==> src/rtl/oh_pads_ctrl.sv <==
// oh_pads_ctrl: sequenced enable controller for one padring IO domain.
// Pads stay in a safe state (tristated, input disabled) until enable is seen.
// They are then released in staggered groups to limit simultaneous switching.
// Dropping enable returns every pad to the safe state on the next edge.
// Also holds the per-pad cfg/tech_cfg registers and synchronises pad input data.
module oh_pads_ctrl #(
    parameter int         NGPIO          = 8,
    parameter int         TECH_CFG_WIDTH = 16,
    parameter int         GROUP          = 2,
    parameter int         STAGGER        = 4,
    parameter int         SETTLE         = 16,
    parameter logic [7:0] CFG_RESET      = 8'h00,
    parameter int         AW             = (NGPIO > 1) ? $clog2(NGPIO) : 1
) (
    input  logic                            clk,
    input  logic                            nreset,
    input  logic                            enable,
    output logic                            active,
    output logic                            busy,
    input  logic                            reg_wr,
    input  logic                            reg_sel,
    input  logic [AW-1:0]                   reg_addr,
    input  logic [TECH_CFG_WIDTH-1:0]       reg_data,
    output logic                            reg_err,
    input  logic [NGPIO-1:0]                core_dout,
    input  logic [NGPIO-1:0]                core_oen,
    input  logic [NGPIO-1:0]                core_ie,
    output logic [NGPIO-1:0]                core_din,
    output logic [NGPIO-1:0]                dout,
    output logic [NGPIO-1:0]                oen,
    output logic [NGPIO-1:0]                ie,
    input  logic [NGPIO-1:0]                din,
    output logic [NGPIO*8-1:0]              cfg,
    output logic [NGPIO*TECH_CFG_WIDTH-1:0] tech_cfg
);

    // Number of release groups; the last one may be partial.
    localparam int NG      = (NGPIO + GROUP - 1) / GROUP;
    // The shared countdown covers both the settle time and the stagger gap.
    localparam int CNT_MAX = (SETTLE > STAGGER) ? SETTLE : STAGGER;
    localparam int CW      = (CNT_MAX > 1) ? $clog2(CNT_MAX) : 1;
    localparam int GW      = (NG > 1) ? $clog2(NG) : 1;

    localparam logic [1:0] ST_OFF    = 2'd0;
    localparam logic [1:0] ST_SETTLE = 2'd1;
    localparam logic [1:0] ST_RAMP   = 2'd2;
    localparam logic [1:0] ST_ACTIVE = 2'd3;

    logic [1:0]                state_q, state_d;
    logic [CW-1:0]             cnt_q, cnt_d;
    logic [GW-1:0]             grp_q, grp_d;
    logic [NGPIO-1:0]          rel_q, rel_d;

    logic [7:0]                cfg_q  [NGPIO];
    logic [7:0]                cfg_d  [NGPIO];
    logic [TECH_CFG_WIDTH-1:0] tech_q [NGPIO];
    logic [TECH_CFG_WIDTH-1:0] tech_d [NGPIO];
    logic                      reg_err_q, reg_err_d;
    logic                      addr_ok;

    logic [NGPIO-1:0]          sync1_q, sync2_q;

    // Pads belonging to release group k.
    function automatic logic [NGPIO-1:0] group_mask(input logic [GW-1:0] k);
        logic [NGPIO-1:0] m;
        m = '0;
        for (int i = 0; i < NGPIO; i++) begin
            m[i] = ((i / GROUP) == int'(k));
        end
        return m;
    endfunction

    // Sequencer next state: settle countdown, then one group per stagger period.
    always_comb begin
        state_d = state_q;
        cnt_d   = cnt_q;
        grp_d   = grp_q;
        rel_d   = rel_q;
        if (!enable) begin
            // Shutdown is immediate; no reverse stagger.
            state_d = ST_OFF;
            cnt_d   = '0;
            grp_d   = '0;
            rel_d   = '0;
        end else begin
            case (state_q)
                ST_OFF: begin
                    state_d = ST_SETTLE;
                    cnt_d   = CW'(SETTLE - 1);
                    grp_d   = '0;
                end
                ST_SETTLE, ST_RAMP: begin
                    if (cnt_q == '0) begin
                        rel_d = rel_q | group_mask(grp_q);
                        cnt_d = CW'(STAGGER - 1);
                        if (int'(grp_q) == NG - 1) begin
                            state_d = ST_ACTIVE;
                        end else begin
                            state_d = ST_RAMP;
                            grp_d   = grp_q + GW'(1);
                        end
                    end else begin
                        cnt_d = cnt_q - CW'(1);
                    end
                end
                ST_ACTIVE: begin
                    state_d = ST_ACTIVE;
                end
                default: begin
                    state_d = ST_OFF;
                    cnt_d   = '0;
                    grp_d   = '0;
                    rel_d   = '0;
                end
            endcase
        end
    end

    // Sequencer state registers.
    always_ff @(posedge clk) begin
        if (!nreset) begin
            state_q <= ST_OFF;
            cnt_q   <= '0;
            grp_q   <= '0;
            rel_q   <= '0;
        end else begin
            state_q <= state_d;
            cnt_q   <= cnt_d;
            grp_q   <= grp_d;
            rel_q   <= rel_d;
        end
    end

    // Register write decode; out-of-range pad indices only raise reg_err.
    always_comb begin
        cfg_d     = cfg_q;
        tech_d    = tech_q;
        reg_err_d = 1'b0;
        addr_ok   = (int'(reg_addr) < NGPIO);
        if (reg_wr) begin
            if (addr_ok) begin
                for (int i = 0; i < NGPIO; i++) begin
                    if (reg_addr == AW'(i)) begin
                        if (reg_sel) begin
                            tech_d[i] = reg_data;
                        end else begin
                            cfg_d[i] = reg_data[7:0];
                        end
                    end
                end
            end else begin
                reg_err_d = 1'b1;
            end
        end
    end

    // Configuration registers and error pulse.
    always_ff @(posedge clk) begin
        if (!nreset) begin
            for (int i = 0; i < NGPIO; i++) begin
                cfg_q[i]  <= CFG_RESET;
                tech_q[i] <= '0;
            end
            reg_err_q <= 1'b0;
        end else begin
            cfg_q     <= cfg_d;
            tech_q    <= tech_d;
            reg_err_q <= reg_err_d;
        end
    end

    // Two-flop synchroniser for asynchronous pad input data.
    always_ff @(posedge clk) begin
        if (!nreset) begin
            sync1_q <= '0;
            sync2_q <= '0;
        end else begin
            sync1_q <= din;
            sync2_q <= sync1_q;
        end
    end

    // Flatten per-pad registers onto the domain buses.
    always_comb begin
        cfg      = '0;
        tech_cfg = '0;
        for (int i = 0; i < NGPIO; i++) begin
            cfg[i*8 +: 8]                             = cfg_q[i];
            tech_cfg[i*TECH_CFG_WIDTH +: TECH_CFG_WIDTH] = tech_q[i];
        end
    end

    // Unreleased pads are forced tristate with input disabled.
    assign dout     = core_dout;
    assign oen      = core_oen | ~rel_q;
    assign ie       = core_ie & rel_q;
    assign core_din = sync2_q & rel_q;
    assign busy     = (state_q == ST_SETTLE) || (state_q == ST_RAMP);
    assign active   = (state_q == ST_ACTIVE);
    assign reg_err  = reg_err_q;

endmodule

==> config.mk <==
export PLATFORM = sky130hd
export DESIGN_NAME = oh_pads_ctrl
export DESIGN_NICKNAME = d
export VERILOG_FILES = /design/src/rtl/oh_pads_ctrl.sv
export SDC_FILE = /design/constraint.sdc
export NUM_CORES = 1
export LEC_CHECK = 0
export BUFFER_PORTS_ARGS = -buffer_cell sky130_fd_sc_hd__buf_2
export CAP_MARGIN = 20
export CORE_MARGIN = 4
export CORE_UTILIZATION = 40
export DETAILED_ROUTE_END_ITERATION = 10
export PLACE_DENSITY = 0.66
export REMOVE_ABC_BUFFERS = 1
export SYNTH_ARGS = -nofsm -noshare
export SYNTH_HDL_FRONTEND = slang
export SYNTH_SLANG_ARGS = --single-unit
==> constraint.sdc <==
create_clock -name clk -period 2.5 [get_ports clk]
set_input_delay 0.125 -clock clk [delete_from_list [all_inputs] [get_ports clk]]
set_output_delay 0.125 -clock clk [all_outputs]
set_load 0.01 [all_outputs]
==> metrics.txt, run 1 <==
status=complete, no violations; setup TNS=0 ns; required time of the critical path=between 2 and 3 ns; GRT Residual Overflow=0; Mapped Area=0.00835 mm2; post-CTS sizing=0; Max Root-Sink Buffers=3; Die W=153 um; pwr dens=767 mW/mm2; Clock Sinks=224; Setup Skew=0.00560 ns; reg2reg setup slack=around 0.63 ns; M1 wire length=9750 um; Synth top cells by count=dfxtp_1, nand2_1, mux2i_1; critical path depth=4; Seq/Total Area, Yosys=0.537; Diodes inserted=0; DP HPWL=15000 um; Area contributors post-synth=dfxtp_1, mux2i_1, nand2_1, and2_1, clkbuf_1; Slew Viols, Final=0; yosys warns=0; mean area per synthesized cell=10.3 um2; FF+latch count, synth=224; antenna violations before repair=0; Hold/Removal Path Class=in2reg; Final Total Pwr=8.38 mW; RSZ-0062 raised after global routing=no; R2R depth=4; Peak VDD IR=0.448 mV; Min-Delay Startpoint=reg_data[13]; drc violations=0; pin count of the biggest net entering global routing=75; hold depth=3; startpoint types=flip-flop; clk root buf=clkbuf_16; Post-DRT Antenna Nets=0; Comb pwr share=0.050; Worst Setup End Kind=flip-flop; nets=1132; Setup Buffers After CTS=0; Worst Setup Path Type=reg2reg; Die Ht=153 um; layout cell share with drive strength beyond 1=0.310; asr flop ratio synth=0; highest routed layer=met4; initial core utilization=0.410; GRT Util Overall=0.185; CTS buffer count=25; crit path to=grp_q[0]$_SDFFE_PN0P_; CP Launch Point=grp_q[0]$_SDFFE_PN0P_; Leak=5.12 nW; # IOs=283; max frequency=536 MHz; WP data arrival=approximately 2.3 ns; H-tree Lvls=1; Wirelength per Cell=16.8 um; Crit path largest cell delay=between 0.5 and 0.6 ns; met2 WL post-DR=10400 um; final core utilization=0.536; number of global-route vias before repair=6291; critical path's slowest cell=or4b_4; CTS tree=built; Seq pwr share=0.437; vias after detailed routing=6387; die area=between 0.02 and 0.025 mm2; Slew HR=0.257; worst skew pair latency=0.50 ns; most area-hungry cell type in the Yosys netlist=dfxtp_1; DR vias/cell=~4.7; WL final=22700 um; Net Sw Power=1.75 mW; drt first pass iters=4; Clk pin slew, worst setup/hold paths=0.06 ns; Placeable Area=0.0204 mm2; R2R Path End=grp_q[0]$_SDFFE_PN0P_; most common cell in the netlist=dfxtp_1; area grow syn2layout=30.8%; Post-synth EDFFs=0; FP Rows=52; Reg2Reg Launch Point=grp_q[0]$_SDFFE_PN0P_; CP top delay family=simple AND/OR/NAND/NOR gates; Gate Count Post-Synth=between 800 and 900; worst path cell trace=ha_1, or4b_4, or4b_1, a31oi_1; minimum clock period=1.87 ns; Tcrit/Tclk final=0.746; met3 WL=2160 um; Max FO, Critical Path=6; Switching Fraction=0.209; Clock Power Share=0.513; Final Hold Viols=0; top_reg_cell synth=dfxtp_1; Yosys cell types=34; WP buf/inv=0; Yosys top cell area share=0.537; Slew @ Worst Pin=approximately 1.1 ns; RePlAce Congestion=roughly 0.76; PortBufs=265; first-pass GRT wire length=35500 um; Iter 0 DRT Violations=about 210; Int Pwr=6.63 mW; # hold bufs at CTS=8; final setup fails=0; number of max-cap violations=0
area by class of cell:
type	count	area, um2
Sequential cell	224	4480
Clock inverter	15	309
Timing Repair Buffer	288	1540
Clock buffer	29	671
Tap cell	270	338
Multi-Input combinational cell	522	3560
Fill cell	1871	9440
Inverter	7	26.3
cells by family (layout without fill, tap and decap cells):
kind of cell | count (synthesis) | after routing | share of synthesized area
AOI/OAI and AO/OA | 23 | 23 | 0.0189
adders and majority gates | 8 | 8 | 0.0120
buffers and inverters | 68 | 339 | 0.0395
DFF | 224 | 224 | 0.537
muxes | 193 | 193 | 0.231
other | 1 | 1 | 0.000449
and+or+nand+nor | 297 | 297 | 0.161
state kept, by name, summed over array words and instances, names as in the netlist:
signal and cells:
tech_cfg 128, sync2_q 8, rel_q 8, state_q 2, sync1_q 8, grp_q 2, cfg 64, cnt_q 4
how the worst min path moves through the flow:
stage,endpoint
CTS,tech_cfg[79]$_SDFFE_PN0P_
detailed placement,dout[0]
floorplan,sync1_q[0]$_SDFF_PN0_
global placement,dout[0]
global route,tech_cfg[47]$_SDFFE_PN0P_
finish,tech_cfg[45]$_SDFFE_PN0P_
power by group through the flow:
stage | combinational (mW) | clock [mW] | sequential (mW)
final | 0.423 | 4.30 | 3.66
after global routing | 0.466 | 4.53 | 3.67
after detailed placement | 0.419 | 0 | 3.74
after floorplan | 0.175 | 0 | 3.75
after global placement | 0.414 | 0 | 3.74
after CTS | 0.430 | 4.39 | 3.66
per-stage QoR:
step	hold slack (ns)	setup WS [ns]	std cells	area, um2
final	0.0580	0.635	1355	10900
after global routing	0.0753	0.480	1355	10900
after CTS	0.0305	0.619	1355	10900
after detailed placement	0.250	0.633	1303	9860
after global placement	0.250	0.674	1303	9860
after floorplan	0.247	0.726	753	8050
layer usage:
layer  up-vias  GRT usage
li1       3196          -
met1      2942      0.233
met2       219      0.305
met3        30     0.0744
met4         0     0.0352
met5         -          0
layout by cell type (no fill, tap or decap), types with 3 or more instances in the layout:
cell type        n
clkbuf_8         3
nor2_1           5
nor2_2           6
dlygate4sd3_1    8
ha_1             8
bufinv_16        9
buf_2          264
clkbuf_16       25
a22o_1           8
nand2_1        214
nor3_4           3
dfxtp_1        224
inv_1            7
mux2i_1        193
and2_1          33
nand3_1          9
nand3b_1         3
clkinv_2         3
buf_4           14
a21oi_1          8
nand2b_1        12
worst register-to-register path: stages (launching register included):
cell,delay [ns]
dfxtp_1,0.35
ha_1,0.27
or4b_4,0.51
or4b_1,0.51
a31oi_1,0.16
Note: power is estimated with default switching activity, not from simulation.
==> run 2: changes to the inputs <==
==> constraint.sdc (replaced) <==
create_clock -name clk -period 1.8 [get_ports clk]
set_input_delay 0.09 -clock clk [delete_from_list [all_inputs] [get_ports clk]]
set_output_delay 0.09 -clock clk [all_outputs]
set_load 0.01 [all_outputs]
==> run 2 against run 1 <==
Non-clock buffer count is 19 higher. Highest routed layer unchanged. Largest cell class unchanged. Flip-flop and latch count stayed put. Core utilization is 0.29 points higher. Count of clock-buffer cells in the layout is 6 higher. Critical endpoint is now busy. Routed wire length is 0.15% higher.
==> metrics.txt, run 2 (synthesized netlist as in run 1, its figures left out) <==
status=complete, no violations (unchanged); drc violations=0 (unchanged); DP HPWL=15500 um (was 15000 um); Clock Sinks=224 (unchanged); # IOs=283 (unchanged); Die W=153 um (unchanged); max frequency=591 MHz; Die Ht=153 um (unchanged); Final Total Pwr=10.8 mW (was 8.38 mW); minimum clock period=between 1.5 and 2 ns; non-filler cells, final=1373 (was 1355); worst skew pair latency=0.51 ns (was 0.50 ns); drt first pass iters=4 (unchanged); Worst Setup End Kind=output pin (was flip-flop); fill cell count=1864 (was 1871); number of max-cap violations=0 (unchanged); antenna violations before repair=0 (unchanged); RSZ-0062 raised after global routing=no (unchanged); Post-Place Cell Area=0.0100 mm2 (was 0.00986 mm2); H-tree Lvls=1 (unchanged); PortBufs=265 (unchanged); critical path depth=4 (unchanged); Hold/Removal Path Class=in2reg (unchanged); final setup margin=0.107 ns (was 0.635 ns); R2R depth=5 (was 4); max reg flops=128 (unchanged); hold depth=3 (unchanged); WP data arrival=1.60 ns (was 2.30 ns); Hold Slack=0.0291 ns (was 0.0580 ns); GRT Util Overall=0.188 (was 0.185); Tcrit/Tclk final=0.940; GRT Residual Overflow=0 (unchanged); final setup fails=0 (unchanged); setup TNS=0 ns (unchanged); number of global-route vias before repair=6588 (was 6291); CP top delay family=buffers and inverters (was simple AND/OR/NAND/NOR gates); RePlAce Congestion=0.767 (was 0.763); Iter 0 DRT Violations=328 (was 208); Diodes inserted=0 (unchanged); FP Rows=52 (unchanged); vias after detailed routing=6524 (was 6387); clk root buf=clkbuf_16 (unchanged); Crit path largest cell delay=0.37 ns (was 0.51 ns); WL final=22700 um (about the same); Placeable Area=0.0204 mm2 (unchanged); pin count of the biggest net entering global routing=42 (was 75); CTS buffer count=24 (was 25); Max FO, Critical Path=9 (was 6); DR vias/cell=4.75 (was 4.71); initial core utilization=0.410 (unchanged); Worst Setup Path Type=reg2out (was reg2reg); area grow syn2layout=31.5% (was 30.8%); most common cell after layout, fill and taps aside=buf_2 (unchanged); required time of the critical path=1.71 ns (was 2.93 ns); footprint of the multi-input gates=0.00357 mm2 (was 0.00356 mm2); pwr dens=982 mW/mm2 (was 767 mW/mm2); CTS tree=built (unchanged); Post-DRT Antenna Nets=0 (unchanged); first-pass GRT wire length=36400 um (was 35500 um); Slew @ Worst Pin=0.711 ns (was 1.12 ns); nets=1150 (was 1132); Setup Skew=0.00642 ns (was 0.00560 ns); sequential standard cell area=0.00449 mm2 (was 0.00448 mm2); Leak=5.16 nW (was 5.12 nW); Wirelength per Cell=16.6 um (was 16.8 um); final instance area=0.0110 mm2 (was 0.0109 mm2); Slew Viols, Final=0 (unchanged); Clk pin slew, worst setup/hold paths=0.06 ns (about the same); Post-Place Cells=1321 (was 1303); Max Root-Sink Buffers=3 (unchanged); die area=0.0233 mm2 (unchanged); pre-CTS WS=0.0579 ns (was 0.633 ns); Slew HR=0.525 (was 0.257); startpoint types=flip-flop (unchanged); worst path cell trace=inv_1, ha_2, buf_4, buf_2 (was ha_1, or4b_4, or4b_1, a31oi_1); layout cell share with drive strength beyond 1=0.325 (was 0.310); most frequent cells in the layout=buf_2, dfxtp_1, nand2_1, mux2i_1, and2_1 (unchanged); critical path's slowest cell=ha_2 (was or4b_4); WP buf/inv=3 (was 0); Peak VDD IR=0.667 mV (was 0.448 mV); final core utilization=0.539 (was 0.536); Final Hold Viols=0 (unchanged)
## run 2: cell count changes in the layout (fill, tap and decap cells not counted), sizes merged, moves of 2 or more
cell / delta
buf: +18
bufinv: -7
clkbuf: +6
clkinv: +3
clkinvlp: -2
## run 2: final timing paths
check / start / end / slack [ns]
hold / removal: reg_data[15] / tech_cfg[47]$_SDFFE_PN0P_ / 0.03
setup / recovery: state_q[0]$_SDFFE_PN0P_ / busy / 0.11
setup reg to reg: cnt_q[0]$_SDFFE_PN0P_ / grp_q[0]$_SDFFE_PN0P_ / 0.13
hold reg to reg: sync1_q[4]$_SDFF_PN0_ / sync2_q[4]$_SDFF_PN0_ / 0.43
## run 2: worst min-delay path: cells and delay by family
family	cells	cell delay [ns]
buffers and inverters	1	0.08
AND/OR/NAND/NOR	1	0.16
multiplexers	1	0.16
## run 2: what timing repair did
| action | in CTS | in global routing |
|---|---|---|
| gates resized for setup | 0 | 8 |
| setup buffers | 0 | 0 |
| hold endpoints to repair | 37 | 0 |
| setup endpoints to repair | 0 | 4 |
| hold buffers | 9 | 0 |
## run 2: area by class of cell
type / instances / area share
sequential: 224 / 0.409
clock buffer: 35 / 0.0668
clock inverter: 8 / 0.00889
inverter: 7 / 0.00239
multi-input combinational: 522 / 0.325
tap: 270 / 0.0308
timing repair buffer: 307 / 0.158
## run 2: where the power goes
group | total (mW) | leakage, nW | internal [mW] | switching [mW]
Combinational | 0.622 | 2.93 | 0.248 | 0.374
Clock | 5.08 | 0.414 | 3.11 | 1.97
Sequential | 5.08 | 1.81 | 5.04 | 0.0424
## run 2: layer usage
metal	wire length [um]	track usage
met4	485	0.0462
met3	2160	0.0736
met2	10300	0.310
met1	9840	0.234
met5	0	0
==> run 3: changes to the inputs <==
==> constraint.sdc (replaced) <==
create_clock -name clk -period 1.6 [get_ports clk]
set_input_delay 0.32 -clock clk [delete_from_list [all_inputs] [get_ports clk]]
set_output_delay 0.32 -clock clk [all_outputs]
set_load 0.01 [all_outputs]
==> run 3 against run 2 <==
The run now ends with negative setup slack left. Via count up 1.3%. Non-clock buffer count up 19. Routed wire length about the same. Count of clock-buffer cells in the layout up 2. First-iteration DRC count down 33%. Flip-flop and latch count unchanged. Critical path depth unchanged. Total power up 10%. Clock power up 5.9%. Sequential share of layout area down 0.78 points. Register-to-register slack worse by 0.16 ns. Sequential power up 13%. Critical path type is now reg2reg. Critical endpoint is now grp_q[0]$_SDFFE_PN0P_. Largest cell class unchanged. Largest power group unchanged. Highest routed layer unchanged.
==> metrics.txt, run 3 (synthesized netlist as in run 1, its figures left out) <==
# IOs=283 (unchanged); Slew Viols, Final=0 (unchanged); Crit path largest cell delay=0.47 ns (was 0.37 ns); required time of the critical path=2.03 ns (was 1.71 ns); Final Hold Viols=0 (unchanged); Wirelength per Cell=16.4 um (was 16.6 um); Placeable Area=0.0204 mm2 (unchanged); Hold/Removal Path Class=in2reg (unchanged); number of max-cap violations=0 (unchanged); H-tree Lvls=1 (unchanged); worst skew pair latency=0.50 ns (was 0.51 ns); reg2reg setup slack=-0.03 ns (was 0.13 ns); CTS tree=built (unchanged); Clk pin slew, worst setup/hold paths=0.06 ns (about the same); initial core utilization=0.410 (unchanged); Max FO, Critical Path=2 (was 9); fill cell count=1870 (was 1864); layout cell share with drive strength beyond 1=0.344 (was 0.325); die area=0.0233 mm2 (unchanged); drt first pass iters=4 (unchanged); pwr dens=1060 mW/mm2 (was 982 mW/mm2); Worst Setup End Kind=flip-flop (was output pin); Iter 0 DRT Violations=220 (was 328); Max Root-Sink Buffers=3 (unchanged); Min-Delay Startpoint=din[6] (was reg_data[15]); vias after detailed routing=6610 (was 6524); worst path cell trace=ha_4, or4b_4, or4b_1, a31oi_1 (was inv_1, ha_2, buf_4, buf_2); Worst Setup Path Type=reg2reg (was reg2out); critical path's slowest cell=or4b_4 (was ha_2); Setup Skew=0.00719 ns (was 0.00642 ns); Reg2Reg Launch Point=grp_q[1]$_SDFFE_PN0P_ (was cnt_q[0]$_SDFFE_PN0P_); first-pass GRT wire length=36500 um (was 36400 um); hold depth=2 (was 3); Post-DRT Antenna Nets=0 (unchanged); R2R Path End=grp_q[0]$_SDFFE_PN0P_ (unchanged); Diodes inserted=0 (unchanged); CTS buffer count=24 (unchanged); Slew @ Worst Pin=0.501 ns (was 0.711 ns); nets=1169 (was 1150); Peak VDD IR=0.820 mV (was 0.667 mV); Die Ht=153 um (unchanged); Leak=5.26 nW (was 5.16 nW); startpoint types=flip-flop (unchanged); antenna violations before repair=0 (unchanged); most common cell after layout, fill and taps aside=buf_2 (unchanged); CP top delay family=simple AND/OR/NAND/NOR gates (was buffers and inverters); DP HPWL=15900 um (was 15500 um); WL final=22800 um (was 22700 um); area grow syn2layout=34.0% (was 31.5%); WP buf/inv=0 (was 3); Post-Place Cell Area=0.0103 mm2 (was 0.0100 mm2); RePlAce Congestion=0.758 (was 0.767); Die W=153 um (unchanged); PortBufs=265 (unchanged); pin count of the biggest net entering global routing=52 (was 42); minimum clock period=1.63 ns; final instance area=0.0112 mm2 (was 0.0110 mm2); final setup margin=-0.0327 ns (was 0.107 ns); status=finished with violations (was complete, no violations); Slew HR=0.666 (was 0.525); Min-Delay Endpoint=sync1_q[6]$_SDFF_PN0_ (was tech_cfg[47]$_SDFFE_PN0P_); drc violations=0 (unchanged); setup TNS=-0.0665 ns (was 0 ns); GRT Residual Overflow=0 (unchanged); most frequent cells in the layout=buf_2, dfxtp_1, nand2_1, mux2i_1, buf_4 (was buf_2, dfxtp_1, nand2_1, mux2i_1, and2_1); number of global-route vias before repair=6729 (was 6588); Clock Sinks=224 (unchanged); clk root buf=clkbuf_16 (unchanged); max reg flops=128 (unchanged); Tcrit/Tclk final=1.02; pre-CTS WS=-0.214 ns (was 0.0579 ns); max frequency=approximately 610 MHz; RSZ-0062 raised after global routing=yes (was no); violated checks=negative setup slack; GRT Util Overall=0.189 (was 0.188); DR vias/cell=4.76 (was 4.75); FP Rows=52 (unchanged); final setup fails=3 (was 0); R2R depth=4 (was 5); WP data arrival=2.06 ns (was 1.60 ns)
[run 3: per-layer routing]
layer	wire [um]	part of all wire	GRT usage	up-vias
li1	-	-	-	3263
met1	9770	0.43	0.231	3082
met2	10300	0.45	0.314	220
met3	2140	0.094	0.0710	45
met4	529	0.023	0.0492	0
met5	0	0	0	-
[run 3: cell type report]
class                   count  area, um2  share of cell area
clock inverters             3       40.0             0.00358
inverters                   7       26.3             0.00235
clock buffers              37        731              0.0653
flip-flops and latches    224       4490               0.401
well taps                 270        338              0.0302
repair buffers            326       1960               0.175
multi-input cells         522       3610               0.323
[run 3: per-stage QoR]
stage / util / power [mW] / hold WS, ns / cells
global placement: 0.506 / 6.57 / 0.413 / 1343
global route: 0.550 / 12.3 / 0.00461 / 1389
finish: 0.550 / 11.9 / 0.0229 / 1389
floorplan: - / 6.14 / 0.412 / 753
detailed placement: 0.506 / 6.58 / 0.419 / 1343
CTS: 0.549 / 12.0 / 0.000451 / 1387
[run 3: how the worst max path moves through the flow]
stage | endpoint | startpoint | depth (start not counted)
after floorplan | tech_cfg[16]$_SDFFE_PN0P_ | reg_addr[2] | 3
after global placement | grp_q[0]$_SDFFE_PN0P_ | cnt_q[0]$_SDFFE_PN0P_ | 5
after detailed placement | grp_q[0]$_SDFFE_PN0P_ | cnt_q[0]$_SDFFE_PN0P_ | 5
after CTS | grp_q[0]$_SDFFE_PN0P_ | cnt_q[0]$_SDFFE_PN0P_ | 5
after global routing | grp_q[0]$_SDFFE_PN0P_ | cnt_q[0]$_SDFFE_PN0P_ | 5
final | grp_q[0]$_SDFFE_PN0P_ | grp_q[1]$_SDFFE_PN0P_ | 4
[run 3: power breakdown]
| group | total [mW] | internal, mW | leakage (nW) | switching, mW |
|---|---|---|---|---|
| Clock | 5.38 | 3.27 | 0.380 | 2.11 |
| Sequential | 5.72 | 5.67 | 1.81 | 0.0442 |
| Combinational | 0.779 | 0.334 | 3.06 | 0.445 |
[run 3: worst reg2reg max path: stages, from the launching register on]
cell	delay, ns
dfxtp_1	0.33
ha_4	0.17
or4b_4	0.47
or4b_1	0.47
a31oi_1	0.12
[run 3: repair_timing]
action                                  4_1_cts  5_1_grt
pin swaps                                     5        1
endpoints found under the setup margin       11        5
buffers inserted                              5        2
resized for setup                            16        4
gates cloned                                  0        0
hold buffers                                  0        0
